--- src/rtl/mmu_pkg.sv ---
// mmu_pkg: shared types and constants for the MIPS32 translation unit.
//   - segment base addresses for the unmapped kseg0/kseg1 windows and kseg2
//   - exception code and CP0 TLB operation enums
//   - packed joint-TLB entry (one VPN2 mapping an even/odd page pair)
package mmu_pkg;

    localparam logic [31:0] KSEG0_BASE = 32'h8000_0000;
    localparam logic [31:0] KSEG1_BASE = 32'hA000_0000;
    localparam logic [31:0] KSEG2_BASE = 32'hC000_0000;

    typedef enum logic [1:0] {
        EXC_NONE    = 2'd0,
        EXC_REFILL  = 2'd1,
        EXC_INVALID = 2'd2,
        EXC_MOD     = 2'd3
    } exc_e;

    typedef enum logic [1:0] {
        OP_TLBP  = 2'd0,
        OP_TLBR  = 2'd1,
        OP_TLBWI = 2'd2,
        OP_TLBWR = 2'd3
    } tlb_op_e;

    typedef struct packed {
        logic [18:0] vpn2;
        logic [7:0]  asid;
        logic        g;
        logic [19:0] pfn0;
        logic [2:0]  c0;
        logic        d0;
        logic        v0;
        logic [19:0] pfn1;
        logic [2:0]  c1;
        logic        d1;
        logic        v1;
    } tlb_entry_t;

endpackage

--- src/rtl/tlb_match.sv ---
// tlb_match: combinational associative compare of one VPN2/ASID pair against
// every TLB entry. An entry matches when its VPN2 is equal and it is either
// global or carries the same ASID. The valid bits are not part of the match;
// a matching-but-invalid page is reported later as an invalid exception.
// Ports:
//   entries  in   all TLB entries
//   vpn2     in   virtual page-pair number to look up
//   asid     in   address space identifier
//   hit      out  at least one entry matched
//   index    out  lowest matching index (0 when no hit)
module tlb_match
    import mmu_pkg::*;
#(
    parameter int TLB_ENTRIES = 16,
    parameter int IDX_W       = $clog2(TLB_ENTRIES)
) (
    input  tlb_entry_t [TLB_ENTRIES-1:0] entries,
    input  logic [18:0]                  vpn2,
    input  logic [7:0]                   asid,
    output logic                         hit,
    output logic [IDX_W-1:0]             index
);

    // Scanning from the top down lets the lowest matching index overwrite
    // any higher one, giving a fixed priority on duplicate entries.
    always_comb begin
        hit   = 1'b0;
        index = '0;
        for (int i = TLB_ENTRIES - 1; i >= 0; i--) begin
            if ((entries[i].vpn2 == vpn2) && (entries[i].g || (entries[i].asid == asid))) begin
                hit   = 1'b1;
                index = IDX_W'(i);
            end
        end
    end

endmodule

--- src/rtl/tlb_mmu.sv ---
// tlb_mmu: MIPS32 address translation unit.
// kseg0/kseg1 are mapped directly; kuseg/kseg2/kseg3 go through a fully
// associative joint TLB. Lookups are registered (1-cycle latency, one per
// cycle). CP0 TLBP/TLBR/TLBWI/TLBWR complete in one cycle, and the unit keeps
// the CP0 Random and Wired registers.
// Build option: define TLB_MMU_TLB_EN to compile the TLB. Without it mapped
// segments translate identity with no exceptions, TLBP always misses, TLBR
// returns zeros; Random/Wired remain.
// Ports:
//   clk, reset                        clock, asynchronous active-high reset
//   req_valid/req_ready               lookup handshake (ready = !op_valid)
//   req_vaddr, req_write, cur_asid    lookup address, store flag, EntryHi.ASID
//   resp_valid/paddr/uncached/exc     registered lookup result
//   op_valid, op, op_index            CP0 TLB op strobe, opcode, Index
//   op_hi, op_lo0, op_lo1             EntryHi / EntryLo0 / EntryLo1
//   op_done                           op completion pulse
//   probe_miss, probe_index           TLBP result
//   rd_hi, rd_lo0, rd_lo1             TLBR result
//   wired_we, wired_in                Wired register write
//   random_out                        current Random value
module tlb_mmu
    import mmu_pkg::*;
#(
    parameter int TLB_ENTRIES = 16,
    parameter int IDX_W       = $clog2(TLB_ENTRIES)
) (
    input  logic             clk,
    input  logic             reset,
    input  logic             req_valid,
    output logic             req_ready,
    input  logic [31:0]      req_vaddr,
    input  logic             req_write,
    input  logic [7:0]       cur_asid,
    output logic             resp_valid,
    output logic [31:0]      resp_paddr,
    output logic             resp_uncached,
    output logic [1:0]       resp_exc,
    input  logic             op_valid,
    input  logic [1:0]       op,
    input  logic [IDX_W-1:0] op_index,
    input  logic [31:0]      op_hi,
    input  logic [25:0]      op_lo0,
    input  logic [25:0]      op_lo1,
    output logic             op_done,
    output logic             probe_miss,
    output logic [IDX_W-1:0] probe_index,
    output logic [31:0]      rd_hi,
    output logic [25:0]      rd_lo0,
    output logic [25:0]      rd_lo1,
    input  logic             wired_we,
    input  logic [IDX_W-1:0] wired_in,
    output logic [IDX_W-1:0] random_out
);

    localparam logic [IDX_W-1:0] RAND_TOP = IDX_W'(TLB_ENTRIES - 1);

    tlb_op_e op_kind;
    logic    req_fire_p0;
    assign op_kind     = tlb_op_e'(op);
    assign req_ready   = !op_valid;
    assign req_fire_p0 = req_valid && req_ready;

    // ---------------- Random / Wired ----------------
    logic [IDX_W-1:0] random_q;
    logic [IDX_W-1:0] wired_q;

    always_ff @(posedge clk or posedge reset) begin
        if (reset) begin
            random_q <= RAND_TOP;
            wired_q  <= '0;
        end else if (wired_we) begin
            wired_q  <= wired_in;
            random_q <= RAND_TOP;
        end else if ((wired_q >= RAND_TOP) || (random_q == wired_q)) begin
            random_q <= RAND_TOP;
        end else begin
            random_q <= random_q - 1'b1;
        end
    end

    assign random_out = random_q;

    // ---------------- Stage p0: segment decode and TLB lookup ----------------
    logic  is_kseg0_p0;
    logic  is_kseg1_p0;
    logic [31:0] map_paddr_p0;
    logic  map_unc_p0;
    exc_e  map_exc_p0;

    assign is_kseg0_p0 = (req_vaddr[31:29] == KSEG0_BASE[31:29]);
    assign is_kseg1_p0 = (req_vaddr[31:29] == KSEG1_BASE[31:29]);

`ifdef TLB_MMU_TLB_EN
    tlb_entry_t [TLB_ENTRIES-1:0] entries;
    tlb_entry_t       lk_entry;
    tlb_entry_t       rd_entry;
    tlb_entry_t       wr_entry;
    logic             lk_hit;
    logic             pr_hit;
    logic [IDX_W-1:0] lk_idx;
    logic [IDX_W-1:0] pr_idx;
    logic [IDX_W-1:0] wr_idx;
    logic [19:0]      sel_pfn;
    logic [2:0]       sel_c;
    logic             sel_d;
    logic             sel_v;
    logic             unused_bits;

    assign unused_bits = ^op_hi[12:8];

    tlb_match #(.TLB_ENTRIES(TLB_ENTRIES), .IDX_W(IDX_W)) u_lookup_match (
        .entries (entries),
        .vpn2    (req_vaddr[31:13]),
        .asid    (cur_asid),
        .hit     (lk_hit),
        .index   (lk_idx)
    );

    tlb_match #(.TLB_ENTRIES(TLB_ENTRIES), .IDX_W(IDX_W)) u_probe_match (
        .entries (entries),
        .vpn2    (op_hi[31:13]),
        .asid    (op_hi[7:0]),
        .hit     (pr_hit),
        .index   (pr_idx)
    );

    assign lk_entry = entries[lk_idx];
    assign rd_entry = entries[op_index];
    assign wr_idx   = (op_kind == OP_TLBWR) ? random_q : op_index;

    // vaddr[12] picks the odd page of the pair.
    always_comb begin
        sel_pfn = req_vaddr[12] ? lk_entry.pfn1 : lk_entry.pfn0;
        sel_c   = req_vaddr[12] ? lk_entry.c1   : lk_entry.c0;
        sel_d   = req_vaddr[12] ? lk_entry.d1   : lk_entry.d0;
        sel_v   = req_vaddr[12] ? lk_entry.v1   : lk_entry.v0;
        map_exc_p0 = EXC_NONE;
        if (!lk_hit) begin
            map_exc_p0 = EXC_REFILL;
        end else if (!sel_v) begin
            map_exc_p0 = EXC_INVALID;
        end else if (req_write && !sel_d) begin
            map_exc_p0 = EXC_MOD;
        end
        map_paddr_p0 = (map_exc_p0 == EXC_NONE) ? {sel_pfn, req_vaddr[11:0]} : 32'h0;
        map_unc_p0   = (map_exc_p0 == EXC_NONE) && (sel_c == 3'd2);
    end

    // The global bit lives once per pair, so it is the AND of both halves.
    always_comb begin
        wr_entry.vpn2 = op_hi[31:13];
        wr_entry.asid = op_hi[7:0];
        wr_entry.g    = op_lo0[0] & op_lo1[0];
        wr_entry.pfn0 = op_lo0[25:6];
        wr_entry.c0   = op_lo0[5:3];
        wr_entry.d0   = op_lo0[2];
        wr_entry.v0   = op_lo0[1];
        wr_entry.pfn1 = op_lo1[25:6];
        wr_entry.c1   = op_lo1[5:3];
        wr_entry.d1   = op_lo1[2];
        wr_entry.v1   = op_lo1[1];
    end

    always_ff @(posedge clk or posedge reset) begin
        if (reset) begin
            entries <= '0;
        end else if (op_valid && ((op_kind == OP_TLBWI) || (op_kind == OP_TLBWR))) begin
            entries[wr_idx] <= wr_entry;
        end
    end

    always_ff @(posedge clk or posedge reset) begin
        if (reset) begin
            probe_miss  <= 1'b0;
            probe_index <= '0;
            rd_hi       <= '0;
            rd_lo0      <= '0;
            rd_lo1      <= '0;
        end else if (op_valid) begin
            case (op_kind)
                OP_TLBP: begin
                    probe_miss  <= !pr_hit;
                    probe_index <= pr_hit ? pr_idx : '0;
                end
                OP_TLBR: begin
                    rd_hi  <= {rd_entry.vpn2, 5'b0, rd_entry.asid};
                    rd_lo0 <= {rd_entry.pfn0, rd_entry.c0, rd_entry.d0, rd_entry.v0, rd_entry.g};
                    rd_lo1 <= {rd_entry.pfn1, rd_entry.c1, rd_entry.d1, rd_entry.v1, rd_entry.g};
                end
                default: ;
            endcase
        end
    end
`else
    logic unused_bits;

    assign unused_bits  = ^{req_write, cur_asid, op_index, op_hi, op_lo0, op_lo1};
    assign map_paddr_p0 = req_vaddr;
    assign map_unc_p0   = 1'b0;
    assign map_exc_p0   = EXC_NONE;
    assign probe_index  = '0;
    assign rd_hi        = '0;
    assign rd_lo0       = '0;
    assign rd_lo1       = '0;

    always_ff @(posedge clk or posedge reset) begin
        if (reset) begin
            probe_miss <= 1'b0;
        end else if (op_valid && (op_kind == OP_TLBP)) begin
            probe_miss <= 1'b1;
        end
    end
`endif

    // ---------------- Stage p1: registered response ----------------
    always_ff @(posedge clk or posedge reset) begin
        if (reset) begin
            resp_valid    <= 1'b0;
            resp_paddr    <= '0;
            resp_uncached <= 1'b0;
            resp_exc      <= EXC_NONE;
            op_done       <= 1'b0;
        end else begin
            resp_valid <= req_fire_p0;
            op_done    <= op_valid;
            if (req_fire_p0) begin
                if (is_kseg0_p0) begin
                    resp_paddr    <= req_vaddr - KSEG0_BASE;
                    resp_uncached <= 1'b0;
                    resp_exc      <= EXC_NONE;
                end else if (is_kseg1_p0) begin
                    resp_paddr    <= req_vaddr - KSEG1_BASE;
                    resp_uncached <= 1'b1;
                    resp_exc      <= EXC_NONE;
                end else begin
                    resp_paddr    <= map_paddr_p0;
                    resp_uncached <= map_unc_p0;
                    resp_exc      <= map_exc_p0;
                end
            end
        end
    end

endmodule

--- config.mk ---
export PLATFORM = sky130hd
export DESIGN_NAME = tlb_mmu
export DESIGN_NICKNAME = d
export VERILOG_FILES = /design/src/rtl/mmu_pkg.sv /design/src/rtl/tlb_match.sv /design/src/rtl/tlb_mmu.sv
export SDC_FILE = /design/constraint.sdc
export NUM_CORES = 1
export LEC_CHECK = 0
export CAP_MARGIN = 20
export CORE_AREA = 4 4 104 106
export DETAILED_ROUTE_END_ITERATION = 6
export DIE_AREA = 0 0 108 110
export PLACE_DENSITY = 0.74
export SLEW_MARGIN = 20
export SYNTH_ARGS = -nofsm -noshare
export SYNTH_HDL_FRONTEND = slang
export SYNTH_SLANG_ARGS = --single-unit
export TNS_END_PERCENT = 50
--- constraint.sdc ---
create_clock -name clk -period 2.5 [get_ports clk]
set_input_delay 0.625 -clock clk [delete_from_list [all_inputs] [get_ports clk]]
set_output_delay 0.625 -clock clk [all_outputs]
set_load 0.05 [all_outputs]
==> flow_metrics.py <==
metrics = {
    "run_status": {
        "status": "complete, no violations",
    },
    "timing": {
        "timing.final.crit_share": 0.928,
        "setup_viol": 0,
        "final.setup_skew_ps": 1.08,
        "min_period_ps": 2320,
        "maxSlewHeadroom": 0.642,
        "finalMaxSlewViolations": 0,
        "tns_ps": 0,
        "fin_ws_ps": 179,
        "hold_slack_ps": 476,
        "rsz0062_at_grt": "no",
        "fmax_mhz": 431,
        "hold_violations": 0,
        "tightest_slew_ps": 536,
    },
    "die": {
        "rows": 36,
        "die_width_microns": 108,
        "io_pins": 271,
        "die-area_sq_um": 11900,
        "start_util": 0.258,
        "die_y_microns": 110,
        "core_sq_um": 9770,
    },
    "setup_path": {
        "reg2reg_slack_ps": 1380,
        "worstReg2RegStart": "random_out[0]",
        "crit_required_ps": 1880,
        "path_class": "reg -> out",
        "cp_max_fo": 5,
        "reg2reg_to": "random_out[2]",
        "cp-end-kind": "output port",
        "crit_family": "buffers and inverters",
        "cp.arrival_ps": 1700,
        "start_kind": "register",
        "cp_num_buf_inv": 1,
        "crit_chain": "clkdlybuf4s50_1",
        "critical-path-max-stage-delay_ps": 810,
        "crit_slowest_cell": "clkdlybuf4s50_1",
        "ff2ff_path_depth": 4,
    },
    "logic_synthesis": {
        "synth_area_sq_um": 2520,
        "synthCells": 273,
        "syn_area_per_cell_sq_um": 9.25,
        "synth.area.top_cells": "dfrtp_1 (40%), buf_4 (28%), nand2_1 (14%)",
        "yosys.area.top_type": "dfrtp_1",
        "synth.yosys.seq_area_share": 0.438,
        "synth_seq_cells": 44,
        "ys_types": 22,
        "yosys_warnings": 0,
        "netlist.area_leader.share": 0.396,
    },
    "global_route": {
        "grt_max_degree": 32,
        "grt_pass1_vias": 1570,
        "antenna_found_initial": 0,
        "grtUsageTotal": 0.0817,
        "grt.overflow.total": 0,
        "grt_pass1_wl_microns": 7580,
    },
    "place": {
        "portBuffers": 83,
        "dpl.cell_count": 484,
        "hpwl_microns": 4240,
        "place_ws_ps": 438,
        "place_congestion": 0.665,
    },
    "drt": {
        "vias": 1715,
        "ant_nets": 0,
        "wl_microns": 5320,
        "vias_per_cell": 3.49,
        "drc": 0,
        "first_iter_violations": 59,
        "first_pass_iters": 3,
        "avgRoutedWirePerCell_microns": 10.8,
    },
    "clocking": {
        "ctsResizeCount": 0,
        "cts_buffers": 5,
        "cts_buffer_depth": 2,
        "clock_latency_ps": 290,
        "cts.sinks": 44,
        "clkSlewWorstSetupHoldPaths_ps": 80,
        "postCtsHoldBufs": 0,
        "cts_tree": "built",
        "cts_setup_buffers": 0,
        "root_buffer": "clkbuf_8",
        "h-tree-depth": 2,
    },
    "flow_run": {
        "cap_violations": 0,
    },
    "cells_and_area": {
        "nFillCells": 1027,
        "instances_no_fill": 492,
        "regArea_sq_um": 1110,
        "n_antenna_cell": 0,
        "multi_input_area_sq_um": 977,
        "fin_nets": 502,
        "drive_gt1_frac": 0.0696,
        "syn_to_final_growth_pct": 28.1,
    },
    "worst_hold_path": {
        "hp-start": "resp_paddr[10]",
        "hp-class": "reg -> reg",
        "hold_depth": 2,
        "holdPathEnd": "resp_paddr[10]",
    },
    "pwr": {
        "power.density_nw_per_um2": 695,
        "p_leak_nw": 1.65,
        "vdd_ir_drop_max_v": 0.000216,
    },
}
==> through the flow <==
step	power, W	instance area (sq um)	utilization
after detailed placement	0.00181	3150	0.322
after CTS	0.00229	3240	0.331
final	0.00225	3240	0.331
after floorplan	0.00166	2860	-
after global placement	0.00180	3150	0.322
after global routing	0.00237	3240	0.331
==> routing by layer <==
layer,track usage,wire length [microns],vias to the layer above
li1,-,-,819
met1,0.0977,2130,772
met2,0.134,2370,122
met3,0.0384,790,2
met4,0.0189,25,0
met5,0,0,-
==> cell usage after synthesis <==
master	number
conb_1	1
nand2_1	96
nor3_1	1
buf_4	93
o21ai_0	2
inv_4	1
mux2_2	4
nand2b_4	1
nand3b_4	1
nand4b_1	1
or2b_1	1
o31ai_1	1
o21ai_2	1
dfrtp_1	40
dfstp_2	4
buf_6	4
ha_1	4
xnor2_1	7
mux2_4	1
a41o_1	1
a41oi_2	1
inv_1	7
==> cells in the final DEF (no fill, tap or decap), types with 2 or more instances in the layout <==
| cell type | synthesis | layout |
|---|---|---|
| nand2_1 | 96 | 96 |
| conb_1 | 1 | 90 |
| clkdlybuf4s50_1 | 0 | 82 |
| dfrtp_1 | 40 | 40 |
| xnor2_1 | 7 | 7 |
| inv_1 | 7 | 6 |
| clkbuf_8 | 0 | 6 |
| mux2_2 | 4 | 4 |
| ha_1 | 4 | 4 |
| dfstp_2 | 4 | 4 |
| buf_4 | 93 | 3 |
| o21ai_0 | 2 | 2 |
| clkbuf_1 | 0 | 2 |
==> where the power goes <==
part           switching [W]  internal [W]
Clock               0.000231      0.000226
Sequential         0.0000498      0.000797
Combinational       0.000703      0.000243
Total               0.000983       0.00127
==> kinds of logic (layout without fill, tap and decap cells) <==
| kind of cell | count (synthesis) | in the layout | share of synthesized area |
|---|---|---|---|
| other cells | 1 | 90 | 0.00149 |
| fa+ha+maj | 4 | 4 | 0.0198 |
| mux | 5 | 5 | 0.0238 |
| xor+xnor | 7 | 7 | 0.0243 |
| simple gates | 101 | 101 | 0.165 |
| buf+inv | 105 | 102 | 0.307 |
| flops | 44 | 44 | 0.438 |
| compound gates | 6 | 6 | 0.0208 |
==> state kept, by name, indices dropped and copies added, names as in the netlist <==
register,flops
random_out,4
resp_paddr,32
resp_valid,1
op_done,1
probe_miss,1
wired_q,4
resp_uncached,1
==> cell type report <==
class	count	share of cell area
sequential	44	0.342
multi-input combinational	213	0.302
timing repair buffer	86	0.267
tap	133	0.0514
clock buffer	8	0.0278
inverter	8	0.0101
==> how the worst max path moves through the flow <==
stage | slack (ps) | depth (start not counted) | to | startpoint
floorplan | 850 | 1 | op_done | reset
global placement | 460 | 6 | resp_paddr[30] | req_vaddr[29]
detailed placement | 440 | 6 | resp_paddr[30] | req_vaddr[29]
CTS | 150 | 1 | random_out[0] | random_out[0]
global route | 130 | 1 | random_out[0] | random_out[0]
finish | 180 | 1 | random_out[0] | random_out[0]
(Power assumes the default switching activity.)
